--- config.mk ---
export PLATFORM = sky130hd
export DESIGN_NAME = cba_column_readout_ctrl_flat
export DESIGN_NICKNAME = d
export VERILOG_FILES = /design/src/rtl/cba_ro_pkg.sv /design/src/rtl/cba_column_readout_ctrl_if.sv /design/src/rtl/cba_ro_fifo.sv /design/src/rtl/cba_column_readout_ctrl.sv /design/src/flat_wrapper.sv
export SDC_FILE = /design/constraint.sdc
export NUM_CORES = 1
export LEC_CHECK = 0
export CORE_ASPECT_RATIO = 1.75
export CORE_MARGIN = 2
export CORE_UTILIZATION = 45
export CTS_CLUSTER_SIZE = 10
export DETAILED_ROUTE_END_ITERATION = 8
export GPL_TIMING_DRIVEN = 0
export SYNTH_ARGS = -nofsm -noshare
export SYNTH_HDL_FRONTEND = slang
export SYNTH_SLANG_ARGS = --single-unit
--- constraint.sdc ---
create_clock -name Clk -period 8.6 [get_ports Clk]
set_input_delay 0.86 -clock Clk [delete_from_list [all_inputs] [get_ports Clk]]
set_output_delay 0.86 -clock Clk [all_outputs]
set_load 0.02 [all_outputs]
--- src/rtl/cba_ro_pkg.sv ---
// cba_ro_pkg: word types, FSM states and word-width helper shared by the CBA column readout.
package cba_ro_pkg;
   localparam logic [1:0] HIT = 2'd0;
   localparam logic [1:0] HDR = 2'd1;
   localparam logic [1:0] TRL = 2'd2;
   localparam logic [1:0] OVF = 2'd3;
   typedef enum logic [2:0] {
      ST_IDLE, ST_HDR, ST_SETTLE, ST_CHECK, ST_WAIT, ST_TRL
   } state_t;
   function automatic int word_w(input int row_bits, input int data_bits);
      return 2 + row_bits + data_bits;
   endfunction
endpackage

--- src/rtl/cba_column_readout_ctrl_if.sv ---
// cba_column_readout_ctrl_if: request, column and output-word signals of the column readout.
interface cba_column_readout_ctrl_if #(
   parameter int DATA_BITS    = 16,
   parameter int ROW_BITS     = 8,
   parameter int TRIG_ID_BITS = 5
);
   localparam int WW = cba_ro_pkg::word_w(ROW_BITS, DATA_BITS);
   logic                    ReqValid;
   logic [TRIG_ID_BITS-1:0] ReqId;
   logic                    ReqReady;
   logic [TRIG_ID_BITS-1:0] TrigIdReq;
   logic                    Read;
   logic                    ColTok;
   logic [ROW_BITS-1:0]     ColRow;
   logic [DATA_BITS-1:0]    ColData;
   logic                    OutValid;
   logic [WW-1:0]           OutWord;
   logic                    OutReady;
   logic                    Busy;
   modport master (
      input  ReqValid, ReqId, ColTok, ColRow, ColData, OutReady,
      output ReqReady, TrigIdReq, Read, OutValid, OutWord, Busy
   );
   modport slave (
      output ReqValid, ReqId, ColTok, ColRow, ColData, OutReady,
      input  ReqReady, TrigIdReq, Read, OutValid, OutWord, Busy
   );
endinterface

--- src/rtl/cba_ro_fifo.sv ---
// cba_ro_fifo: synchronous output FIFO with full/empty flags and a free-entry count.
module cba_ro_fifo #(
   parameter int WIDTH = 26,
   parameter int DEPTH = 8
) (
   input  logic                     clk,
   input  logic                     rst,
   input  logic                     wr_en,
   input  logic [WIDTH-1:0]         wr_data,
   input  logic                     rd_en,
   output logic [WIDTH-1:0]         rd_data,
   output logic                     full,
   output logic                     empty,
   output logic [$clog2(DEPTH):0]   free
);
   localparam int AW = $clog2(DEPTH);
   localparam int CW = AW + 1;
   logic [WIDTH-1:0] mem_q [DEPTH];
   logic [AW-1:0]    wp_q, wp_d, rp_q, rp_d;
   logic [CW-1:0]    cnt_q, cnt_d;
   logic             wr, rd;
   assign wr      = wr_en && !full;
   assign rd      = rd_en && !empty;
   assign full    = cnt_q == CW'(DEPTH);
   assign empty   = cnt_q == '0;
   assign free    = CW'(DEPTH) - cnt_q;
   assign rd_data = mem_q[rp_q];
   always_comb begin
      wp_d  = wp_q + AW'(wr);
      rp_d  = rp_q + AW'(rd);
      cnt_d = cnt_q + CW'(wr) - CW'(rd);
   end
   always_ff @(posedge clk) begin
      if (wr) mem_q[wp_q] <= wr_data;
      if (rst) begin
         wp_q  <= '0;
         rp_q  <= '0;
         cnt_q <= '0;
      end else begin
         wp_q  <= wp_d;
         rp_q  <= rp_d;
         cnt_q <= cnt_d;
      end
   end
endmodule

--- src/rtl/cba_column_readout_ctrl.sv ---
// cba_column_readout_ctrl: end-of-column token-chain initiator framing hits as header/hits/trailer words.
// Optional hit limit with overflow trailer enabled by defining CBA_RO_TIMEOUT_EN.
module cba_column_readout_ctrl
   import cba_ro_pkg::*;
#(
   parameter int DATA_BITS    = 16,
   parameter int ROW_BITS     = 8,
   parameter int TRIG_ID_BITS = 5,
   parameter int FIFO_DEPTH   = 8,
   parameter int SETTLE_CYC   = 2,
   parameter int READ_LAT     = 1,
   parameter int MAX_HITS     = 64
) (
   input  logic Clk,
   input  logic Reset,
   cba_column_readout_ctrl_if.master bus
);
   localparam int PW = ROW_BITS + DATA_BITS;
   localparam int WW = word_w(ROW_BITS, DATA_BITS);
   localparam int FW = $clog2(FIFO_DEPTH) + 1;
`ifdef CBA_RO_TIMEOUT_EN
   localparam bit TMO_EN = 1'b1;
`else
   localparam bit TMO_EN = 1'b0;
`endif
   state_t                  state_q, state_d;
   logic [TRIG_ID_BITS-1:0] trig_q, trig_d;
   logic [PW-1:0]           cnt_q, cnt_d;
   logic [3:0]              tmr_q, tmr_d;
   logic                    ovf_q, ovf_d;
   logic                    push, full, empty;
   logic [WW-1:0]           push_word;
   logic [FW-1:0]           free;
   cba_ro_fifo #(.WIDTH(WW), .DEPTH(FIFO_DEPTH)) u_fifo (
      .clk(Clk), .rst(Reset), .wr_en(push), .wr_data(push_word),
      .rd_en(bus.OutReady), .rd_data(bus.OutWord),
      .full(full), .empty(empty), .free(free)
   );
   assign bus.OutValid  = !empty;
   assign bus.ReqReady  = (state_q == ST_IDLE) && !Reset;
   assign bus.Busy      = state_q != ST_IDLE;
   assign bus.TrigIdReq = trig_q;
   always_comb begin
      state_d   = state_q;
      trig_d    = trig_q;
      cnt_d     = cnt_q;
      tmr_d     = tmr_q + 4'd1;
      ovf_d     = ovf_q;
      push      = 1'b0;
      push_word = {HIT, bus.ColRow, bus.ColData};
      bus.Read  = 1'b0;
      case (state_q)
         ST_IDLE: if (bus.ReqValid) begin
            trig_d  = bus.ReqId;
            cnt_d   = '0;
            ovf_d   = 1'b0;
            state_d = ST_HDR;
         end
         ST_HDR: begin
            push_word = {HDR, PW'(trig_q)};
            push      = !full;
            tmr_d     = '0;
            state_d   = full ? ST_HDR : ST_SETTLE;
         end
         ST_SETTLE: state_d = (tmr_q == 4'(SETTLE_CYC - 1)) ? ST_CHECK : ST_SETTLE;
         // Two free slots keep room for the trailer after this hit.
         ST_CHECK: if (!bus.ColTok) state_d = ST_TRL;
         else if (TMO_EN && cnt_q == PW'(MAX_HITS)) begin
            ovf_d   = 1'b1;
            state_d = ST_TRL;
         end else if (free >= FW'(2)) begin
            bus.Read = 1'b1;
            tmr_d    = '0;
            state_d  = ST_WAIT;
         end
         ST_WAIT: if (tmr_q == 4'(READ_LAT - 1)) begin
            push    = 1'b1;
            cnt_d   = &cnt_q ? cnt_q : cnt_q + 1'b1;
            tmr_d   = '0;
            state_d = ST_SETTLE;
         end
         ST_TRL: begin
            push_word = {ovf_q ? OVF : TRL, cnt_q};
            push      = !full;
            state_d   = full ? ST_TRL : ST_IDLE;
         end
         default: state_d = ST_IDLE;
      endcase
   end
   always_ff @(posedge Clk) begin
      if (Reset) begin
         state_q <= ST_IDLE;
         trig_q  <= '0;
         cnt_q   <= '0;
         tmr_q   <= '0;
         ovf_q   <= 1'b0;
      end else begin
         state_q <= state_d;
         trig_q  <= trig_d;
         cnt_q   <= cnt_d;
         tmr_q   <= tmr_d;
         ovf_q   <= ovf_d;
      end
   end
endmodule
--- src/flat_wrapper.sv ---
// flat-port wrapper written by rule: the top's interface ports become plain ports
module cba_column_readout_ctrl_flat import cba_ro_pkg::*;
#(
   parameter int DATA_BITS    = 16,
   parameter int ROW_BITS     = 8,
   parameter int TRIG_ID_BITS = 5,
   parameter int FIFO_DEPTH   = 8,
   parameter int SETTLE_CYC   = 2,
   parameter int READ_LAT     = 1,
   parameter int MAX_HITS     = 64
)
  (Clk, Reset, bus_ReqValid, bus_ReqId, bus_ColTok, bus_ColRow, bus_ColData, bus_OutReady, bus_ReqReady, bus_TrigIdReq, bus_Read, bus_OutValid, bus_OutWord, bus_Busy);
  cba_column_readout_ctrl_if #(.DATA_BITS(DATA_BITS), .ROW_BITS(ROW_BITS), .TRIG_ID_BITS(TRIG_ID_BITS)) bus_i ();
  input  logic Clk;
  input  logic Reset;
  input wire logic [$bits(bus_i.ReqValid)-1:0] bus_ReqValid;
  input wire logic [$bits(bus_i.ReqId)-1:0] bus_ReqId;
  input wire logic [$bits(bus_i.ColTok)-1:0] bus_ColTok;
  input wire logic [$bits(bus_i.ColRow)-1:0] bus_ColRow;
  input wire logic [$bits(bus_i.ColData)-1:0] bus_ColData;
  input wire logic [$bits(bus_i.OutReady)-1:0] bus_OutReady;
  output wire logic [$bits(bus_i.ReqReady)-1:0] bus_ReqReady;
  output wire logic [$bits(bus_i.TrigIdReq)-1:0] bus_TrigIdReq;
  output wire logic [$bits(bus_i.Read)-1:0] bus_Read;
  output wire logic [$bits(bus_i.OutValid)-1:0] bus_OutValid;
  output wire logic [$bits(bus_i.OutWord)-1:0] bus_OutWord;
  output wire logic [$bits(bus_i.Busy)-1:0] bus_Busy;
  assign bus_i.ReqValid = bus_ReqValid;
  assign bus_i.ReqId = bus_ReqId;
  assign bus_i.ColTok = bus_ColTok;
  assign bus_i.ColRow = bus_ColRow;
  assign bus_i.ColData = bus_ColData;
  assign bus_i.OutReady = bus_OutReady;
  assign bus_ReqReady = bus_i.ReqReady;
  assign bus_TrigIdReq = bus_i.TrigIdReq;
  assign bus_Read = bus_i.Read;
  assign bus_OutValid = bus_i.OutValid;
  assign bus_OutWord = bus_i.OutWord;
  assign bus_Busy = bus_i.Busy;
  cba_column_readout_ctrl #(.DATA_BITS(DATA_BITS), .ROW_BITS(ROW_BITS), .TRIG_ID_BITS(TRIG_ID_BITS), .FIFO_DEPTH(FIFO_DEPTH), .SETTLE_CYC(SETTLE_CYC), .READ_LAT(READ_LAT), .MAX_HITS(MAX_HITS)) u_core (.Clk(Clk), .Reset(Reset), .bus(bus_i));
endmodule
==> After elaboration in Yosys (flattened, before gate mapping) <==
Memories as Yosys holds them, arrays and structs flattened. A register that Yosys moved wholly into a read port is not among the register bits.
Index checks and enable logic that the tools add are counted.
{ "op_classes": {"n_lt_le_gt_ge": 1, "reduce_logical": 16, "eq_ne": 11, "addsub": 7, "mux": 25} }
{ "op_table": {"columns": ["operator", "count"], "rows": [
  ["2-to-1 mux 24 bit", 3],
  ["one-hot mux 26 bit (2 select lines)", 1],
  ["one-hot mux 24 bit (2 select lines)", 1],
  ["adder 24 x 1 -> 24 bit (second input constant)", 1],
  ["AND reduction 24 bit", 1],
  ["2-to-1 mux 3 bit", 6],
  ["one-hot mux 3 bit (6 select lines)", 1],
  ["2-to-1 mux 4 bit", 3],
  ["one-hot mux 4 bit (3 select lines)", 1],
  ["zero test 4 bit", 2],
  ["2-to-1 mux 1 bit", 7],
  ["adder 3 x 1 -> 3 bit", 2],
  ["equality test 3 x 2 -> 1 bit (second input constant)", 2],
  ["equality test 3 bit (second input constant)", 2],
  ["adder 4 x 1 -> 4 bit", 1],
  ["adder 4 x 1 -> 4 bit (second input constant)", 1],
  ["equality test 4 x 1 -> 1 bit (second input constant)", 1],
  ["equality test 4 bit (second input constant)", 1],
  [">= comparator 4 x 2 -> 1 bit (second input constant)", 1],
  ["!= test 2 bit (second input constant)", 2],
  ["AND reduction 4 bit", 1],
  ["subtractor 4 x 1 -> 4 bit", 1],
  ["subtractor 4 bit (first input constant)", 1],
  ["equality test 3 x 1 -> 1 bit (second input constant)", 1],
  ["other kinds (12)", 16]
]} }
{ "totals": {"word_cells": 68, "regBits": 46, "mem_count": 1, "input_bits": 34, "mem_bits_rw": 208} }
{ "mem_list": {"columns": ["memory", "depth", "width", "rd", "rd_ports_with_merged_regs", "write_ports", "line_no", "source"], "rows": [
  ["u_core.u_fifo.mem_q", 8, 26, 1, 1, 1, "cba_ro_fifo.sv:18", "logic [WIDTH-1:0] mem_q [DEPTH];"]
]} }

==> Depth between registers and ports, before layout <==
{ "depth": {"depth_word": 6, "depth_mapped": 14, "depth_no_buf": 14} }

==> By module <==
A second synthesis with hierarchy kept.
{ "hier_totals": {"cells_unflattened": 708, "hier_area_um2": 11159.5} }
{ "by_module_without_submodules": {"columns": ["mod", "seq_area_each_um2", "instances", "area_each_um2", "cells_each"], "rows": [
  ["cba_ro_fifo", 6446.2, 1, 8613.3, 371],
  ["cba_column_readout_ctrl", 720.7, 1, 2546.2, 337]
]} }

==> Worst setup path before layout <==
No wires, ideal clock.
{ "synth_timing": {"kind": "reg-to-reg", "start": "register u_core.tmr_q[0]", "end": "memory u_core.u_fifo.mem_q[0][0], enable pin", "path_slack_ns": 4.985, "t_arrival_ns": 3.173, "n_path_buf": 0, "stages_incl_launch_ff": 8, "cell_sequence": "dfxtp_1 -> inv_1 -> ha_1 -> nor3b_2 -> nand2_1 -> a21boi_1 -> nand2b_1 -> nor3_1"} }
{ "synth_between": {"elab_chain_len": 6} }
{ "synth_lines": {"columns": ["item", "line_no", "source"], "rows": [
  ["from (decl)", "cba_column_readout_ctrl.sv:29", "logic [3:0] tmr_q, tmr_d;"],
  ["from (signal assigned)", "cba_column_readout_ctrl.sv:101", "tmr_q <= tmr_d;"],
  ["zero test 4 bit", "cba_column_readout_ctrl.sv:76", "ST_WAIT: if (tmr_q == 4'(READ_LAT - 1)) begin"],
  ["2-to-1 mux 1 bit", "cba_column_readout_ctrl.sv:76", null],
  ["one-hot mux 1 bit (2 select lines)", "cba_column_readout_ctrl.sv:52", "case (state_q)"],
  ["logical AND 1 bit", "cba_ro_fifo.sv:22", "assign wr = wr_en && !full;"],
  ["2-to-1 mux 1 bit", "cba_ro_fifo.sv:34", "if (wr) mem_q[wp_q] <= wr_data;"],
  ["2-to-1 mux 1 bit (not written as such)", "cba_ro_fifo.sv:34", null],
  ["to (decl)", "cba_ro_fifo.sv:18", null]
]} }
Every way passes these cells.

==> reports/metrics.csv <==
metric,value,unit
outcome,"finished, final reports clean",
placeableCoreArea,0.0233,mm²
die_x_extent,120,µm
postSynthAreaPerCell,15.7,µm²
drc_errors,0,
wire_per_inst,22.3,µm
yosys_warning_count,0,
synth.ff_latch_count,254,
area.growth.synth_to_final,20.3,%
worstPathRequired,7740,ps
route.detailed.vias_per_inst,5.63,
clock_path_buffers,3,
most-common-layout-cells,"sky130_fd_sc_hd__edfxtp_1, sky130_fd_sc_hd__nand2_1, sky130_fd_sc_hd__clkdlybuf4s50_1",
holdCritStartpoint,u_core.bus.TrigIdReq[0]$_SDFFE_PP0P_,
die_area,0.0250,mm²
timing_max_transition_violations_final,0,
synth-main-ff-cell,sky130_fd_sc_hd__edfxtp_1,
synth-edff-count,208,
place.port_buffers,67,
tritoncts.num_buffers,29,
final_hold_viol_count,0,
cts_tree,yes,
synthArstFlopShare,0,%
antenna_left,0,
timing.setup.tns,0,ps
clock_sink_count,254,
multi_input_comb_area,0.00334,mm²
worstSetupPathType,flip-flop to primary output,
power_per_cell_area,303,mW/mm²
arrival,3140,ps
antenna-diode-count,0,
post_route_cells_drive_above_1_share,18.1,%
fmax,0.250,GHz
hold_fix_buffers_cts,0,
detailedRoute.firstIterationViolations,383,
starting_density_of_the_core,45.6,%
placementRows,74,
timing.critical_path.cells,clkbuf_1 -> buf_2 -> mux4_2 -> mux2_2 -> clkdlybuf4s50_1,
floorplan.die.height,207,µm
vdd_ir_drop_max,0.155,mV
final.period_utilization,46.5,%
pin_count,69,
detail_route.wirelength,24900,µm
netlist-cell-type-count,55,
timing.final.crit_period,4000,ps
final_common_cell,sky130_fd_sc_hd__edfxtp_1,
reg2reg_from,u_core.tmr_q[0]$_SDFF_PP0_,
endpoint_kind,primary output,
antenna_found_initial,0,
grt_max_degree,22,
worstMarginPinSlew,1310,ps
place.detailed.hpwl,17300,µm
critPathMaxFanout,10,
power_leakage,4.10,nW
globalRoute.totalOverflow,0,
layout.core_utilization,54.9,%
root_buffer,sky130_fd_sc_hd__clkbuf_16,
seq_area_frac_synth,67.3,%
clk_pin_slew,50,ps
critPathMaxStageDelay,570,ps
wire_length_of_the_first_global_routing_pass,38700,µm
ff_latch_area,0.00717,mm²
postSynthNetCount,732,
timing.critical_path.from,u_core.u_fifo.rp_q[0]$_SDFF_PP0_,
routabilityCongestion,0.826,
ff2ff_path_depth,10,
netlist_instances,680,
hold-worst-slack,492,ps
post-cts-setup-buffer-count,0,
nNetsFinal,842,
min-delay-path-class,flip-flop to flip-flop,
setup_violations,0,
cts-resized-gates,0,
drv.max_cap_violation_count,0,
slowest_stage,sky130_fd_sc_hd__mux4_2,
clock-skew-final,14.1,ps
worst_skew_pair.late_latency,540,ps
route.vias.total,6272,
drt_pass1_iterations,4,
mappedNetlistArea,0.0106,mm²
final.fill_count,1910,
grt_pass1_vias,6798,
setup.worst_path.start_class,flip-flop,
cts_htree_levels,1,
rsz0062_at_grt,false,
grt_util_all_layers,20.5,%
min_path_cells,2,
timing.slew.headroom,12.0,%
==> flip-flops by register name, summed over array words and instances (netlist names) <==
register              count
u_core.u_fifo.cnt_q       4
u_core.cnt_q             24
u_core.tmr_q              4
u_core.u_fifo.rp_q        3
u_core.bus.TrigIdReq      5
u_core.u_fifo.wp_q        3
u_core.state_q            3
u_core.u_fifo.mem_q     208
==> cell usage after synthesis, types with 2 or more instances <==
cell	count	area (µm²)
sky130_fd_sc_hd__a211oi_1	5	37.5
sky130_fd_sc_hd__dfxtp_1	46	921
sky130_fd_sc_hd__o21ai_0	32	160
sky130_fd_sc_hd__nand3_1	16	80.1
sky130_fd_sc_hd__o31ai_1	4	30.0
sky130_fd_sc_hd__a31oi_1	2	12.5
sky130_fd_sc_hd__ha_1	17	213
sky130_fd_sc_hd__edfxtp_1	208	6250
sky130_fd_sc_hd__nand2_1	72	270
sky130_fd_sc_hd__mux4_2	52	1170
sky130_fd_sc_hd__nor2b_1	9	56.3
sky130_fd_sc_hd__mux2i_1	5	50.1
sky130_fd_sc_hd__nor3_1	6	30.0
sky130_fd_sc_hd__and4_1	4	35.0
sky130_fd_sc_hd__mux2_2	26	293
sky130_fd_sc_hd__nand2b_1	4	25.0
sky130_fd_sc_hd__clkbuf_1	20	75.1
sky130_fd_sc_hd__or3_1	6	37.5
sky130_fd_sc_hd__buf_2	7	35.0
sky130_fd_sc_hd__and2_1	2	12.5
sky130_fd_sc_hd__nand4_1	7	43.8
sky130_fd_sc_hd__and3_1	3	18.8
sky130_fd_sc_hd__xnor2_1	16	140
sky130_fd_sc_hd__a21o_1	2	15.0
sky130_fd_sc_hd__a2111oi_0	3	26.3
sky130_fd_sc_hd__or4_1	3	22.5
sky130_fd_sc_hd__nor2_1	37	139
sky130_fd_sc_hd__buf_1	2	7.51
sky130_fd_sc_hd__o21a_1	3	22.5
sky130_fd_sc_hd__a21oi_1	23	115
sky130_fd_sc_hd__buf_4	2	15.0
sky130_fd_sc_hd__inv_1	13	48.8
==> worst max-delay path, delay by kind of cell, from the launching register on <==
kind	cells	cell delay, ps
flops	1	340
mux	2	880
buf+inv	3	1390
==> stage by stage <==
stage	power (mW)	instance area (µm²)	worst slack [ps]	std cells
3_3_place_gp	2.74	11700	2710	1051
5_1_grt	4.06	12800	4430	1115
2_1_floorplan	2.33	10600	4980	680
3_5_place_dp	2.81	12000	4990	1063
4_1_cts	3.93	12800	4540	1115
6_report	3.89	12800	4600	1115
==> routing by layer <==
metal	GRT usage (%)	wire length (µm)	up-vias
met5	0	0	-
met4	7.66	813	0
met3	2.58	992	53
met2	38.5	13800	156
met1	23.5	9270	3206
li1	-	-	2857
==> where the power goes <==
group	total [mW]	switching [mW]	internal, mW
Sequential	1.56	0.0361	1.52
Combinational	1.21	0.675	0.536
Clock	1.12	0.453	0.665
Total	3.89	1.16	2.72
==> cells by family (layout without fill, tap and decap cells) <==
| family | count (synthesis) | in the layout | share of synthesized area [%] |
|---|---|---|---|
| flip-flops | 254 | 254 | 67.3 |
| adder cells (fa/ha/maj) | 18 | 18 | 2.19 |
| AND/OR/NAND/NOR | 180 | 180 | 8.43 |
| XOR/XNOR | 17 | 17 | 1.40 |
| AO/OA/AOI/OAI | 83 | 83 | 4.64 |
| buffers and inverters | 45 | 176 | 1.81 |
| multiplexers | 83 | 83 | 14.2 |
==> final timing paths <==
kind                                                        endpoint  slack (ps)
worst min-delay path            u_core.bus.TrigIdReq[0]$_SDFFE_PP0P_         490
worst max register to register  u_core.u_fifo.mem_q[0][19]$_DFFE_PP_        5050
worst min register to register  u_core.bus.TrigIdReq[0]$_SDFFE_PP0P_         490
worst max-delay path                                  bus_OutWord[0]        4600
==> layout make-up <==
type                            count  share of cell area, %
Clock inverter                      1                  0.234
Multi-Input combinational cell    381                   26.1
Clock buffer                       51                   6.39
Inverter                           13                  0.381
Buffer                             32                   1.12
Tap cell                          304                   2.97
Sequential cell                   254                   55.9
Timing Repair Buffer               79                   6.88
Note: power is estimated with default switching activity, not from simulation.
